<file path="src/rtl/systolic_drain.sv">
// Result drain for the systolic array: removes the weight-stationary column skew
// from the bottom-row sum bus and queues aligned result rows behind a valid/ready stream.
module systolic_drain #(
  parameter int unsigned SUM_WIDTH      = 16,
  parameter int unsigned SYSTOLIC_WIDTH = 4,
  parameter int unsigned FIFO_DEPTH     = 8,
  parameter int unsigned CNT_WIDTH      = 8
) (
  input  logic                                clk,
  input  logic                                rst_n,
  input  logic [SYSTOLIC_WIDTH*SUM_WIDTH-1:0] sum_in,
  input  logic                                mode,
  input  logic                                start,
  input  logic [CNT_WIDTH-1:0]                row_count,
  input  logic [CNT_WIDTH-1:0]                first_lat,
  output logic [SYSTOLIC_WIDTH*SUM_WIDTH-1:0] out_data,
  output logic                                out_valid,
  input  logic                                out_ready,
  output logic                                busy,
  output logic                                done,
  output logic                                overflow
);

  localparam int unsigned W  = SYSTOLIC_WIDTH;
  localparam int unsigned RW = W * SUM_WIDTH;
  localparam int unsigned AW = (FIFO_DEPTH > 1) ? $clog2(FIFO_DEPTH) : 1;
  localparam int unsigned OW = AW + 1;
  localparam int unsigned DW = CNT_WIDTH + 1;

  typedef enum logic [1:0] {S_IDLE, S_WAIT, S_CAPTURE} state_e;

  state_e               state_q, state_d;
  logic [DW-1:0]        cnt_q, cnt_d;
  logic [CNT_WIDTH-1:0] rem_q, rem_d;
  logic                 mode_q, mode_d;
  logic                 done_q, done_d;
  logic                 busy_q, busy_d;
  logic                 ovf_q, ovf_d;
  logic                 ovf_clr, wr_en;
  logic [DW-1:0]        lat_eff, delay;

  logic [RW-1:0]        direct_row, skew_row, wr_row;
  logic [RW-1:0]        mem_q [FIFO_DEPTH];
  logic [AW-1:0]        wr_q, rd_q;
  logic [OW-1:0]        count_q, count_d;
  logic                 valid_q;
  logic                 full, pop, push, drop;

  // Per-column deskew: column k is delayed by W-1-k cycles so all columns of a row line up.
  for (genvar k = 0; k < W; k++) begin : g_col
    localparam int unsigned DEP = W - 1 - k;
    logic [SUM_WIDTH-1:0] col;
    assign col = sum_in[(W-1-k)*SUM_WIDTH +: SUM_WIDTH];
    assign direct_row[k*SUM_WIDTH +: SUM_WIDTH] = col;
    if (DEP == 0) begin : g_nodly
      assign skew_row[k*SUM_WIDTH +: SUM_WIDTH] = col;
    end else begin : g_dly
      logic [DEP*SUM_WIDTH-1:0] chain_q;
      always_ff @(posedge clk or negedge rst_n) begin
        if (!rst_n) chain_q <= '0;
        else        chain_q <= (DEP*SUM_WIDTH)'({chain_q, col});
      end
      assign skew_row[k*SUM_WIDTH +: SUM_WIDTH] = chain_q[DEP*SUM_WIDTH-1 -: SUM_WIDTH];
    end
  end

  assign wr_row  = mode_q ? direct_row : skew_row;
  assign lat_eff = (first_lat == '0) ? DW'(1) : DW'(first_lat);
  assign delay   = lat_eff + (mode ? DW'(0) : DW'(W - 1));

  // Control FSM: wait out the pipeline latency, then write one row per cycle.
  always_comb begin
    state_d = state_q;
    cnt_d   = cnt_q;
    rem_d   = rem_q;
    mode_d  = mode_q;
    done_d  = 1'b0;
    ovf_clr = 1'b0;
    wr_en   = 1'b0;
    case (state_q)
      S_IDLE: begin
        if (start) begin
          mode_d  = mode;
          ovf_clr = 1'b1;
          if (row_count == '0) begin
            done_d = 1'b1;
          end else begin
            rem_d = row_count;
            if (delay == DW'(1)) begin
              state_d = S_CAPTURE;
            end else begin
              cnt_d   = delay - DW'(2);
              state_d = S_WAIT;
            end
          end
        end
      end
      S_WAIT: begin
        if (cnt_q == '0) state_d = S_CAPTURE;
        else             cnt_d   = cnt_q - DW'(1);
      end
      S_CAPTURE: begin
        wr_en = 1'b1;
        if (rem_q == CNT_WIDTH'(1)) begin
          state_d = S_IDLE;
          done_d  = 1'b1;
        end else begin
          rem_d = rem_q - CNT_WIDTH'(1);
        end
      end
      default: state_d = S_IDLE;
    endcase
    busy_d = (state_d != S_IDLE) || done_d;
  end

  // A full FIFO still accepts a row when the head is popped on the same edge.
  assign full    = (count_q == OW'(FIFO_DEPTH));
  assign pop     = valid_q && out_ready;
  assign push    = wr_en && (!full || pop);
  assign drop    = wr_en && full && !pop;
  assign count_d = count_q + OW'(push) - OW'(pop);
  assign ovf_d   = ovf_clr ? 1'b0 : (ovf_q || drop);

  always_ff @(posedge clk or negedge rst_n) begin
    if (!rst_n) begin
      state_q <= S_IDLE;
      cnt_q   <= '0;
      rem_q   <= '0;
      mode_q  <= 1'b0;
      done_q  <= 1'b0;
      busy_q  <= 1'b0;
      ovf_q   <= 1'b0;
    end else begin
      state_q <= state_d;
      cnt_q   <= cnt_d;
      rem_q   <= rem_d;
      mode_q  <= mode_d;
      done_q  <= done_d;
      busy_q  <= busy_d;
      ovf_q   <= ovf_d;
    end
  end

  // Result FIFO storage and pointers; storage is cleared so the head reads 0 after reset.
  always_ff @(posedge clk or negedge rst_n) begin
    if (!rst_n) begin
      for (int unsigned i = 0; i < FIFO_DEPTH; i++) mem_q[AW'(i)] <= '0;
      wr_q    <= '0;
      rd_q    <= '0;
      count_q <= '0;
      valid_q <= 1'b0;
    end else begin
      if (push) begin
        mem_q[wr_q] <= wr_row;
        wr_q        <= wr_q + AW'(1);
      end
      if (pop) rd_q <= rd_q + AW'(1);
      count_q <= count_d;
      valid_q <= (count_d != '0);
    end
  end

  assign out_data  = mem_q[rd_q];
  assign out_valid = valid_q;
  assign busy      = busy_q;
  assign done      = done_q;
  assign overflow  = ovf_q;

endmodule
</file>
<file path="config.mk">
export PLATFORM = sky130hd
export DESIGN_NAME = systolic_drain
export DESIGN_NICKNAME = d
export VERILOG_FILES = /design/src/rtl/systolic_drain.sv
export SDC_FILE = /design/constraint.sdc
export NUM_CORES = 1
export LEC_CHECK = 0
export ABC_AREA = 1
export CAP_MARGIN = 20
export CORE_MARGIN = 5
export CORE_UTILIZATION = 25
export CTS_BUF_LIST = sky130_fd_sc_hd__clkbuf_16
export DETAILED_ROUTE_END_ITERATION = 8
export SYNTH_ARGS = -nofsm -noshare
export SYNTH_HDL_FRONTEND = slang
export SYNTH_SLANG_ARGS = --single-unit
export TNS_END_PERCENT = 30
</file>
<file path="constraint.sdc">
create_clock -name clk -period 2.77 [get_ports clk]
set_input_delay 0.277 -clock clk [delete_from_list [all_inputs] [get_ports clk]]
set_output_delay 0.277 -clock clk [all_outputs]
set_load 0.02 [all_outputs]
</file>
==> qor_table.md, run 1 <==
| Step | Quantity | Value |
|---|---|---|
| timing | Transition time of the tightest slew-check pin | 0.706 ns |
| power and ir drop | Switching power | 12200 uW |
| timing | Final hold violation count | 0 |
| routing | First-pass iteration count of the detailed router | 5 |
| timing | Max Freq | 0.362 GHz |
| routing | Final ANT Viol Nets | 0 |
| power and ir drop | Clock Power Share | 29.3% |
| timing | Total Negative Setup Slacks | 0 ns |
| logic synthesis | Post-synth top area cell | dfrtp_1 |
| floorplan | Starting density of the core | 25.2% |
| layout | Area growth from synthesis to layout | 21.9% |
| worst setup path | Largest fanout of any net on the critical path | 50 |
| logic synthesis | Leading post-synthesis cells by cell area | dfrtp_1 56%, nand2_1 13%, o21ai_0 8.1%, a21oi_1 3.7%, inv_1 3.4% |
| routing | Number of design-rule violations left by the first detailed-router iteration | 1980 |
| status | Result of the run | finished clean |
| worst setup path | Data required time at the worst endpoint | 2.49 ns |
| logic synthesis | Count of warnings emitted by yosys | 0 |
| logic synthesis | Post-Synthesis Net Count | 3459 |
| layout | Antenna Cells | 0 |
| floorplan | Core Region | 0.113 sq mm |
| power and ir drop | PwrDens | 915 mW/mm^2 |
| power and ir drop | Sw Ratio | 38.4% |
| floorplan | Die height | 347 um |
| power and ir drop | Cell leakage power | 0.0167 uW |
| placed design | Port bufs | 152 |
| worst setup path | Delay of the slowest cell on the worst path | 0.55 ns |
| clock tree | Clock-pin slew reported for the worst setup and hold paths after clock tree synthesis | 0.06 ns |
| placed design | Routability Congestion | 0.750 |
| logic synthesis | Synth Instances | 3359 |
| power and ir drop | Fraction of power consumed by sequential logic | 31.5% |
| clock tree | CTS tree | done |
| routing | DRC violations left | 0 |
| worst setup path | Cell at the slowest stage of the critical path | dfrtp_4 |
| global routing | First-pass GRT wire length | 131 mm |
| floorplan | Number of top-level design ports | 153 |
| placed design | Final HPWL DP | 48.8 mm |
| min path | Path class of the lowest-slack min-delay path | in -> reg |
| floorplan | Overall die area | 0.121 sq mm |
| worst setup path | Crit path max-delay family | buffers and inverters |
| clock tree | Count of clock tree sinks | 642 |
| logic synthesis | Average cell area after synthesis | 8.47 sq um |
| worst setup path | Critical path class | reg -> out |
| timing | Relative slew slack | 52.9% |
| routing | Count of vias placed by the detailed router | 22600 |
| layout | Number of filler instances in the final layout | 11800 |
| worst setup path | Crit start category | flip-flop |
| routing | WL per Instance | 16.4 um |
| layout | Non-Filler Cell Area, Final | 0.0347 sq mm |
| logic synthesis | Synthesized area | 0.0284 sq mm |
| logic synthesis | Count of state elements after synthesis | 642 |
| power and ir drop | Total power of the final layout | 31700 uW |
| clock tree | Clk buf depth | 3 |
| timing | Shortest clock period the worst path allows after layout | 2.76 ns |
| clock tree | Number of clock buffers inserted by TritonCTS | 76 |
| timing | Setup repair after global routing missed its margin | yes |
| clock tree | Clock root buffer | clkbuf_16 |
| worst setup path | Number of buffer and inverter stages on the critical path | 4 |
| power and ir drop | Internal Dissipation | 19600 uW |
| floorplan | Horiz. Die Dim | 347 um |
| power and ir drop | VDD IR max | 0.623 mV |
| timing | Post-Route Skew | 0.0223 ns |
| worst setup path | Critical path endpoint category | output pin |
| clock tree | H-tree lvl count | 3 |
| job | Max-cap violations | 0 |
| clock tree | Latest clock arrival within the worst-skew pair | 0.63 ns |
| global routing | Pin count of the biggest net entering global routing | 71 |
| timing | Worst hold-check slack | 0.105 ns |
| logic synthesis | Sequential share of the synthesized area | 56.5% |
| floorplan | Floorplan row count | 123 |
| logic synthesis | Area fraction of the dominant cell type after synthesis | 56.5% |
| timing | Total of endpoints with negative setup slack in the final report | 0 |
| routing | Via count normalized by instance count | 4.49 |
| worst setup path | Critical Path AT | 2.49 ns |
| global routing | Antenna violations before repair | 1 |
| placed design | Placement-stage cell area | 0.0323 sq mm |
| power and ir drop | Combinational share of power | 39.2% |
| logic synthesis | Library cells used by synthesis | 45 |
| routing | Total Wirelength | 82.9 mm |
| timing | Final count of pins violating max slew | 0 |
| global routing | Total routing usage reported by global routing | 13.6% |
| global routing | Total congestion overflow | 0 |
| timing | Crit share post-route | 99.8% |
| worst setup path | Top cell by count, worst path | buf_4 |
| global routing | Via count of the first global-routing pass | 22400 |
| worst setup path | Cells along the critical path | buf_12, buf_16, a21oi_1, o21ai_0, nand2_1, nor2_1, a31oi_1, buf_4, buf_4 |
| layout | Share of post-route cells with drive strength above 1 | 10.9% |
| layout | Final #Nets | 3595 |
registers in the layout, indices dropped and copies added (netlist names):
signal               flops
cnt_q                    9
rd_q                     3
wr_q                     3
rem_q                    8
busy                     1
state_q                  2
count_q                  4
overflow                 1
mem_q                  512
out_valid                1
g_col.g_dly.chain_q     96
done                     1
mode_q                   1
cells by family after synthesis:
logic type                 share of synthesized area (%)
and+or+nand+nor                                     17.5
AOI/OAI and AO/OA                                   16.3
DFF                                                 56.5
buffers and inverters                               6.84
muxes                                               1.94
adders and majority gates                          0.713
xor gates and xnor gates                           0.246
layout make-up:
type / instances / area (sq um) / share of cell area [%]
clock buffer: 78 / 1950 / 5.63
tap: 1500 / 1880 / 5.41
sequential: 642 / 16100 / 46.4
multi-input combinational: 2235 / 10500 / 30.4
clock inverter: 54 / 332 / 0.956
inverter: 270 / 1050 / 3.02
timing repair buffer: 270 / 2850 / 8.21
layer usage:
layer  wire length [um]  share of wire [%]  vias up  GRT usage [%]
met4               2120                2.6        2           4.35
met1              38900                 47    10900           19.1
met5                 13              0.016        -              0
li1                   -                  -    11100              -
met3               4120                5.0      112           2.40
met2              37700                 45      508           21.3
worst register-to-register path: stages, from the launching register on:
cell and delay [ns]:
dfrtp_1 0.32, inv_1 0.06, ha_1 0.19, nand3_1 0.11
nand2_2 0.06, ha_1 0.27, inv_1 0.06, ha_1 0.16
inv_1 0.06, fa_1 0.50, inv_1 0.05, or4_1 0.50
Yosys cell counts (all sizes together):
master / instances
or2: 2
xor2: 6
nor2: 204
clkbuf: 127
nand2: 1024
o21ai: 600
xnor2: 2
inv: 270
buf: 85
nand3: 24
fa: 2
or4: 1
a2bb2oi: 1
mux2: 49
a22oi: 2
a32o: 1
a21oi: 208
o22ai: 18
ha: 13
nor3: 4
dfrtp: 642
o211ai: 1
nand3b: 1
nor3b: 1
o21a: 1
a31oi: 64
nand4: 5
a41o: 1
power groups by stage:
stage	registers [uW]	logic, uW	clock network [uW]
after global routing	10000	13600	10000
after global placement	10100	12600	0
after CTS	9990	12400	9620
after detailed placement	10100	12600	0
final	9990	12400	9280
after floorplan	10100	6880	0
placed cells by master, fill, tap and decap left out, drive strengths merged, types with 2 or more instances in the layout:
master	netlist	layout
a31oi	64	64
clkdlybuf4s15	0	11
clkinvlp	0	2
clkdlybuf4s50	0	87
inv	270	290
bufinv	0	2
ha	13	13
xnor2	2	2
nand2	1024	1024
clkinv	0	30
buf	85	156
fa	2	2
xor2	6	6
nor3	4	4
o21ai	600	600
a22oi	2	2
or2	2	2
nand4	5	5
o22ai	18	18
clkbuf	127	92
nand3	24	24
dfrtp	642	642
mux2	49	49
a21oi	208	208
nor2	204	204
worst paths after layout:
check / start / to / slack (ns) / cells past startpoint
worst max register to register: count_q[2] / out_valid / 0.31 / 11
min in group asynchronous: rst_n / mem_q[36] / 0.23 / 2
worst min register to register: g_col[0].g_dly.chain_q[11] / g_col[0].g_dly.chain_q[27] / 0.34 / 0
max in group asynchronous: rst_n / mem_q[1] / 1.69 / 3
worst max-delay path: rd_q[0] / out_data[46] / 0.007 / 9
worst min-delay path: sum_in[20] / g_col[2].g_dly.chain_q[4] / 0.10 / 1
stage by stage:
step	worst slack [ns]	std cells	utilization (%)
3_5_place_dp	-0.226	4912	28.6
6_report	0.00653	5049	30.7
4_1_cts	-0.0891	5046	30.7
3_3_place_gp	-0.198	4912	28.6
2_1_floorplan	0.156	3359	-
5_1_grt	-0.107	5049	30.7
repair_timing:
item	CTS	global route
hold buffers	1	0
setup endpoints to repair	64	57
pin swaps	0	4
buffers inserted	0	0
hold endpoints to repair	31	0
gates cloned	1	3
gates resized for setup	220	86
Power figures use the tool's default switching activity.
==> run 2: changes to the inputs <==
- clock period: 2.77 -> 2.55 ns (I/O delays scaled with it)
==> run 2 against run 1 <==
The run now ends with negative setup slack left. Global-route usage about the same. Sequential power up 9%. Die area unchanged. Critical endpoint is now out_data[5]. Sequential share of layout area down 1.9 points. Routed wire length grew 2.5%. Critical path depth did not move. Largest cell class unchanged. Cell count grew 1.4%. Largest power group unchanged. Hold slack got worse by 0.017 ns. Combinational power is 31% higher.
==> qor_table.md, run 2 (synthesized netlist as in run 1, its figures left out) <==
| Step | Quantity | Value |
|---|---|---|
| status | Violations in the final reports | negative setup slack |
| job | Max-cap violations | 0 |
| worst setup path | Largest fanout of any net on the critical path | 16 |
| floorplan | Horiz. Die Dim | 347 um |
| placed design | Port bufs | 152 |
| floorplan | Floorplan row count | 123 |
| power and ir drop | Switching power | 14100 uW |
| clock tree | Clk buf depth | 3 |
| clock tree | Number of clock buffers inserted by TritonCTS | 77 |
| timing | Max Freq | 0.361 GHz |
| global routing | Pin count of the biggest net entering global routing | 90 |
| routing | First-pass iteration count of the detailed router | 5 |
| floorplan | Die height | 347 um |
| clock tree | Count of clock tree sinks | 642 |
| timing | Final count of pins violating max slew | 0 |
| worst setup path | Worst r2r src | out_valid |
| global routing | Met1 track utilization from global routing | 18.8% |
| global routing | Met2 Track Usage GR | 22.3% |
| clock tree | Latest clock arrival within the worst-skew pair | 0.63 ns |
| routing | Final ANT Viol Nets | 0 |
| timing | Transition time of the tightest slew-check pin | 0.629 ns |
| worst setup path | Crit start category | flip-flop |
| routing | WL per Instance | 16.6 um |
| power and ir drop | Sw Ratio | 37.4% |
| layout | Share of post-route cells with drive strength above 1 | 14.5% |
| timing | Setup repair after global routing missed its margin | yes |
| floorplan | Overall die area | 0.121 sq mm |
| floorplan | Number of top-level design ports | 153 |
| timing | Shortest clock period the worst path allows after layout | 2.77 ns |
| clock tree | Clock root buffer | clkbuf_16 |
| worst setup path | Critical Path AT | 2.52 ns |
| worst setup path | Reg2Reg Depth | 10 |
| layout | Area growth from synthesis to layout | 27.2% |
| worst setup path | Data required time at the worst endpoint | 2.30 ns |
| floorplan | Core Region | 0.113 sq mm |
| timing | Total of endpoints with negative setup slack in the final report | 60 |
| timing | Post-Route Skew | 0.0278 ns |
| routing | Number of design-rule violations left by the first detailed-router iteration | 1838 |
| timing | Final worst-path setup slack | -0.223 ns |
| power and ir drop | Internal Dissipation | 23700 uW |
| power and ir drop | Combinational share of power | 42.7% |
| timing | Crit share post-route | 109% |
| min path | Cell depth of the worst hold path | 1 |
| timing | Relative slew slack | 58.1% |
| layout | Register with the most flip-flops | mem_q |
| routing | Total Wirelength | 85.0 mm |
| power and ir drop | PwrDens | 1050 mW/mm^2 |
| layout | Commonest cells after routing, fill and taps aside | 1018 x nand2_1, 639 x dfrtp_1, 399 x o21ai_0 |
| placed design | Routability Congestion | 0.745 |
| power and ir drop | Clock Power Share | 28.6% |
| status | Result of the run | finished, violations left |
| clock tree | Clock-pin slew reported for the worst setup and hold paths after clock tree synthesis | 0.06 ns |
| timing | Final hold violation count | 0 |
| global routing | Met3 track utilization from global routing | 2.18% |
| worst setup path | Worst R2R Setup Slack | 0.11 ns |
| clock tree | H-tree lvl count | 3 |
| layout | Most common cell after layout, fill and taps aside | nand2_1 |
| worst setup path | Worst reg2reg path endpoint | out_valid |
| global routing | First-pass GRT wire length | 132 mm |
| global routing | Antenna violations before repair | 1 |
| placed design | Placement Setup Slack | -0.443 ns |
| power and ir drop | VDD IR max | 0.844 mV |
| power and ir drop | Cell leakage power | 0.0173 uW |
| placed design | Final HPWL DP | 49.7 mm |
| floorplan | Starting density of the core | 25.2% |
| layout | Non-Filler Cell Area, Final | 0.0362 sq mm |
| layout | Number of flip-flops under the largest register name | 512 |
| routing | Via count normalized by instance count | 4.50 |
| worst setup path | Critical path class | reg -> out |
| global routing | Most used routing layer in global routing | met2 |
| power and ir drop | Fraction of power consumed by sequential logic | 28.7% |
| layout | Antenna Cells | 0 |
| min path | Worst min-delay path endpoint | g_col[2].g_dly.chain_q[4] |
| layout | Regs by FF count | mem_q: 512 flops, g_col.g_dly.chain_q: 96 flops, cnt_q: 9 flops |
| clock tree | CTS tree | done |
| layout | Final #Nets | 3663 |
| routing | Count of vias placed by the detailed router | 23000 |
| placed design | Placement-stage cell area | 0.0325 sq mm |
| min path | Start point of the worst hold path | sum_in[20] |
| routing | DRC violations left | 0 |
| global routing | Via count of the first global-routing pass | 22700 |
| worst setup path | Critical path endpoint category | output pin |
| global routing | Total congestion overflow | 0 |
| global routing | Total routing usage reported by global routing | 13.6% |
| min path | Path class of the lowest-slack min-delay path | in -> reg |
-- run 2: cell types whose count changed in the layout (fill, tap and decap cells not counted), sizes merged --
| cell | previous run | this run |
|---|---|---|
| clkdlybuf4s15 | 11 | 1 |
| bufinv | 2 | 8 |
| buf | 156 | 229 |
| clkbuf | 92 | 93 |
| bufbuf | 1 | 2 |
| inv | 290 | 289 |
| clkinv | 30 | 33 |
-- run 2: layout make-up --
class,instances,area [sq um]
clock buffers,77,1930
repair buffers,336,3930
repair inverters,1,11.3
fillers,11700,76600
clock inverters,61,520
multi-input cells,2235,10800
inverters,270,1050
flip-flops and latches,642,16100
well taps,1500,1880
-- run 2: metal layers --
layer  part of all wire (%)  up-vias
met3                    5.0      104
met2                     46      539
li1                       -    11300
met5                      0        -
met4                    1.9        0
met1                     47    11100
-- run 2: metrics by stage --
step | TNS [ns] | std cells | total power, uW | util [%] | hold WS, ns
after global placement | -4.54 | 4933 | 24900 | 28.8 | 0.251
final | -6.79 | 5122 | 37800 | 32.1 | 0.0874
after global routing | -15.50 | 5122 | 40000 | 32.1 | 0.0578
after detailed placement | -5.09 | 4933 | 25000 | 28.8 | 0.251
after floorplan | 0 | 3359 | 18400 | - | -0.0406
after CTS | -10.10 | 5085 | 36300 | 31.2 | 0.0296
-- run 2: how the worst max path moves through the flow --
stage / start / end / slack, ns / cells past startpoint
after floorplan: first_lat[2] / busy / 0.05 / 16
after global placement: first_lat[7] / busy / -0.41 / 15
after detailed placement: first_lat[7] / cnt_q[2] / -0.44 / 15
after CTS: rd_q[0] / out_data[61] / -0.29 / 8
after global routing: rd_q[0] / out_data[28] / -0.34 / 11
final: rd_q[0] / out_data[5] / -0.22 / 9
-- run 2: power groups by stage --
stage / Sequential (uW) / Combinational (uW) / Clock (uW)
3_3_place_gp: 11000 / 13900 / 0
2_1_floorplan: 10900 / 7470 / 0
5_1_grt: 10900 / 17500 / 11600
3_5_place_dp: 11000 / 13900 / 0
4_1_cts: 10900 / 14300 / 11100
6_report: 10900 / 16200 / 10800
-- run 2: critical path: stages (launching register included) --
cell and delay [ns]:
dfrtp_4 0.57, buf_12 0.16, buf_12 0.15, buf_12 0.13, clkbuf_16 0.17, o21ai_1 0.18, nand2_1 0.07, nor2_1 0.20
a31oi_4 0.09, buf_6 0.18
-- run 2: what timing repair did --
item,in CTS,in global routing
buffers inserted,8,23
hold buffers,1,0
pin swaps,9,44
hold endpoints to repair,48,0
gates resized for setup,296,220
endpoints found under the setup margin,64,65
cloned,5,15
==> run 3: changes to the inputs <==
- CORE_MARGIN: 5 -> 10
==> run 3 against run 2 <==
The run still ends with negative setup slack left. Fmax grew 2.8%. Utilization fell by 0.59 points. Non-clock buffer count down 31. Count of clock-buffer cells in the layout down 4. Die area rose by 5.8%. Critical path type unchanged. Final area down 2.0%. Highest routed layer is now met5. Via count decreased by 0.94%. Critical path depth rose by 1. Clock skew is 0.0031 ns lower. Register-to-register slack worse by 0.08 ns. Routed wire length down 1.1%. Sequential share of layout area grew 0.90 points.
==> qor_table.md, run 3 (synthesized netlist as in run 1, its figures left out) <==
| Step | Quantity | Value |
|---|---|---|
| power and ir drop | Total power of the final layout | 36100 uW |
| timing | Final worst-path setup slack | -0.149 ns |
| placed design | Placement-stage cell area | 0.0326 sq mm |
| min path | Cell depth of the worst hold path | 1 |
| clock tree | Clk buf depth | 3 |
| power and ir drop | Cell leakage power | 0.0169 uW |
| placed design | Final HPWL DP | 49.6 mm |
| layout | Register with the most flip-flops | mem_q |
| worst setup path | Critical path endpoint category | output pin |
| job | Max-cap violations | 0 |
| clock tree | Clock-pin slew reported for the worst setup and hold paths after clock tree synthesis | 0.06 ns |
| layout | Number of filler instances in the final layout | 11700 |
| power and ir drop | PwrDens | 1020 mW/mm^2 |
| floorplan | Horiz. Die Dim | 357 um |
| status | Result of the run | finished, violations left |
| timing | Worst hold-check slack | 0.0957 ns |
| min path | Path class of the lowest-slack min-delay path | in -> reg |
| floorplan | Starting density of the core | 25.2% |
| global routing | Pin count of the biggest net entering global routing | 111 |
| worst setup path | Reg2Reg Depth | 9 |
| timing | Total of endpoints with negative setup slack in the final report | 53 |
| layout | Commonest cells after routing, fill and taps aside | 1018 x nand2_1, 639 x dfrtp_1, 408 x o21ai_0 |
| clock tree | H-tree lvl count | 3 |
| floorplan | Die height | 357 um |
| clock tree | Number of clock buffers inserted by TritonCTS | 71 |
| worst setup path | Largest fanout of any net on the critical path | 20 |
| worst setup path | Critical Path AT | 2.44 ns |
| timing | Shortest clock period the worst path allows after layout | 2.70 ns |
| timing | Final hold violation count | 0 |
| routing | First-pass iteration count of the detailed router | 5 |
| status | Violations in the final reports | negative setup slack |
| clock tree | Latest clock arrival within the worst-skew pair | 0.62 ns |
| placed design | Routability Congestion | 0.758 |
| global routing | Total congestion overflow | 0 |
| power and ir drop | VDD IR max | 0.771 mV |
| layout | Final #Nets | 3626 |
| global routing | Total routing usage reported by global routing | 13.0% |
| timing | Relative slew slack | 52.5% |
| placed design | Port bufs | 152 |
| floorplan | Number of top-level design ports | 153 |
| routing | Count of vias placed by the detailed router | 22800 |
| worst setup path | Crit start category | flip-flop |
| routing | DRC violations left | 0 |
| routing | WL per Instance | 16.5 um |
| timing | Transition time of the tightest slew-check pin | 0.711 ns |
| layout | Post-Route Utilization | 31.5% |
| layout | Area growth from synthesis to layout | 24.7% |
| clock tree | Clock root buffer | clkbuf_16 |
| layout | Regs by FF count | mem_q: 512 flops, g_col.g_dly.chain_q: 96 flops, cnt_q: 9 flops |
| timing | Post-Route Skew | 0.0247 ns |
| timing | Crit share post-route | 106% |
| placed design | Placement Setup Slack | -0.417 ns |
| layout | Number of flip-flops under the largest register name | 512 |
| timing | Setup repair after global routing missed its margin | yes |
| routing | Number of design-rule violations left by the first detailed-router iteration | 1772 |
| routing | Via count normalized by instance count | 4.50 |
| clock tree | CTS tree | done |
| layout | Share of post-route cells with drive strength above 1 | 13.2% |
| routing | Total Wirelength | 84.0 mm |
| timing | Max Freq | 0.371 GHz |
| global routing | Antenna violations before repair | 4 |
| floorplan | Floorplan row count | 123 |
| floorplan | Overall die area | 0.128 sq mm |
| worst setup path | Data required time at the worst endpoint | 2.30 ns |
| routing | Final ANT Viol Nets | 0 |
| worst setup path | Critical path class | reg -> out |
| global routing | Via count of the first global-routing pass | 22600 |
| global routing | First-pass GRT wire length | 133 mm |
| layout | Most common cell after layout, fill and taps aside | nand2_1 |
| timing | Final count of pins violating max slew | 0 |
| layout | Non-Filler Cell Area, Final | 0.0355 sq mm |
| clock tree | Count of clock tree sinks | 642 |
| floorplan | Core Region | 0.113 sq mm |
==> run 3: cell count changes in the layout (fill, tap and decap cells not counted), moves of 5 or more <==
cell       previous run  this run
clkbuf_16            91        74
buf_4               136       121
inv_6                11         1
o21ai_0             399       408
o21ai_1             185       179
buf_6                30        35
==> run 3: critical path: stages, from the launching register on <==
cell and delay, ns:
dfrtp_4 0.57, inv_16 0.12, buf_16 0.19, buf_4 0.15
a21oi_1 0.10, o21ai_0 0.10, nand2_1 0.08, nor2_1 0.04
a31oi_1 0.14, buf_4 0.17, buf_4 0.15
==> run 3: final timing paths <==
path                                            startpoint                         end  slack (ns)
min in group asynchronous                            rst_n                   mem_q[48]        0.23
worst max register to register                  state_q[0]                   out_valid        0.03
worst max-delay path                               rd_q[0]                out_data[38]       -0.15
worst min register to register  g_col[0].g_dly.chain_q[26]  g_col[0].g_dly.chain_q[42]        0.34
max in group asynchronous                            rst_n                  mem_q[503]        1.35
worst min-delay path                            sum_in[19]   g_col[2].g_dly.chain_q[3]         0.1
==> run 3: timing repair <==
action	CTS	global route
hold endpoints to repair	34	0
resized for setup	434	44
hold buffers	1	0
cloned	7	1
pin swaps	29	7
endpoints found under the setup margin	65	65
buffers inserted	8	4
==> run 3: routing by layer <==
metal  global-route usage, %  vias to the layer above  share of wire, %
met5                       0                        -             0.032
met4                    3.14                        4               1.8
met3                    1.99                      116               4.5
met2                    21.4                      493                47
met1                    17.7                    11000                47
li1                        -                    11200                 -
==> run 3: where the power goes <==
part / leakage [uW] / total (uW) / switching (uW) / internal (uW)
combinational: 0.00812 / 15200 / 9020 / 6140
sequential: 0.00767 / 10900 / 316 / 10600
clock: 0.00112 / 10000 / 4300 / 5710
==> run 3: cell type report <==
| cell class | count | area, sq um | area share [%] |
|---|---|---|---|
| Multi-Input combinational cell | 2235 | 10700 | 30.3 |
| Inverter | 270 | 1040 | 2.94 |
| Antenna cell | 1 | 2.50 | 0.00706 |
| Clock inverter | 51 | 412 | 1.16 |
| Timing Repair Buffer | 305 | 3460 | 9.77 |
| Clock buffer | 73 | 1830 | 5.15 |
| Sequential cell | 642 | 16100 | 45.4 |
| Tap cell | 1500 | 1880 | 5.29 |
| Timing Repair inverter | 1 | 11.3 | 0.0318 |
==> run 3: per-stage QoR <==
| step | TNS, ns | instances |
|---|---|---|
| floorplan | 0 | 3359 |
| global placement | -4.28 | 4936 |
| detailed placement | -4.94 | 4936 |
| CTS | -7.26 | 5073 |
| global route | -11.30 | 5077 |
| finish | -3.24 | 5078 |
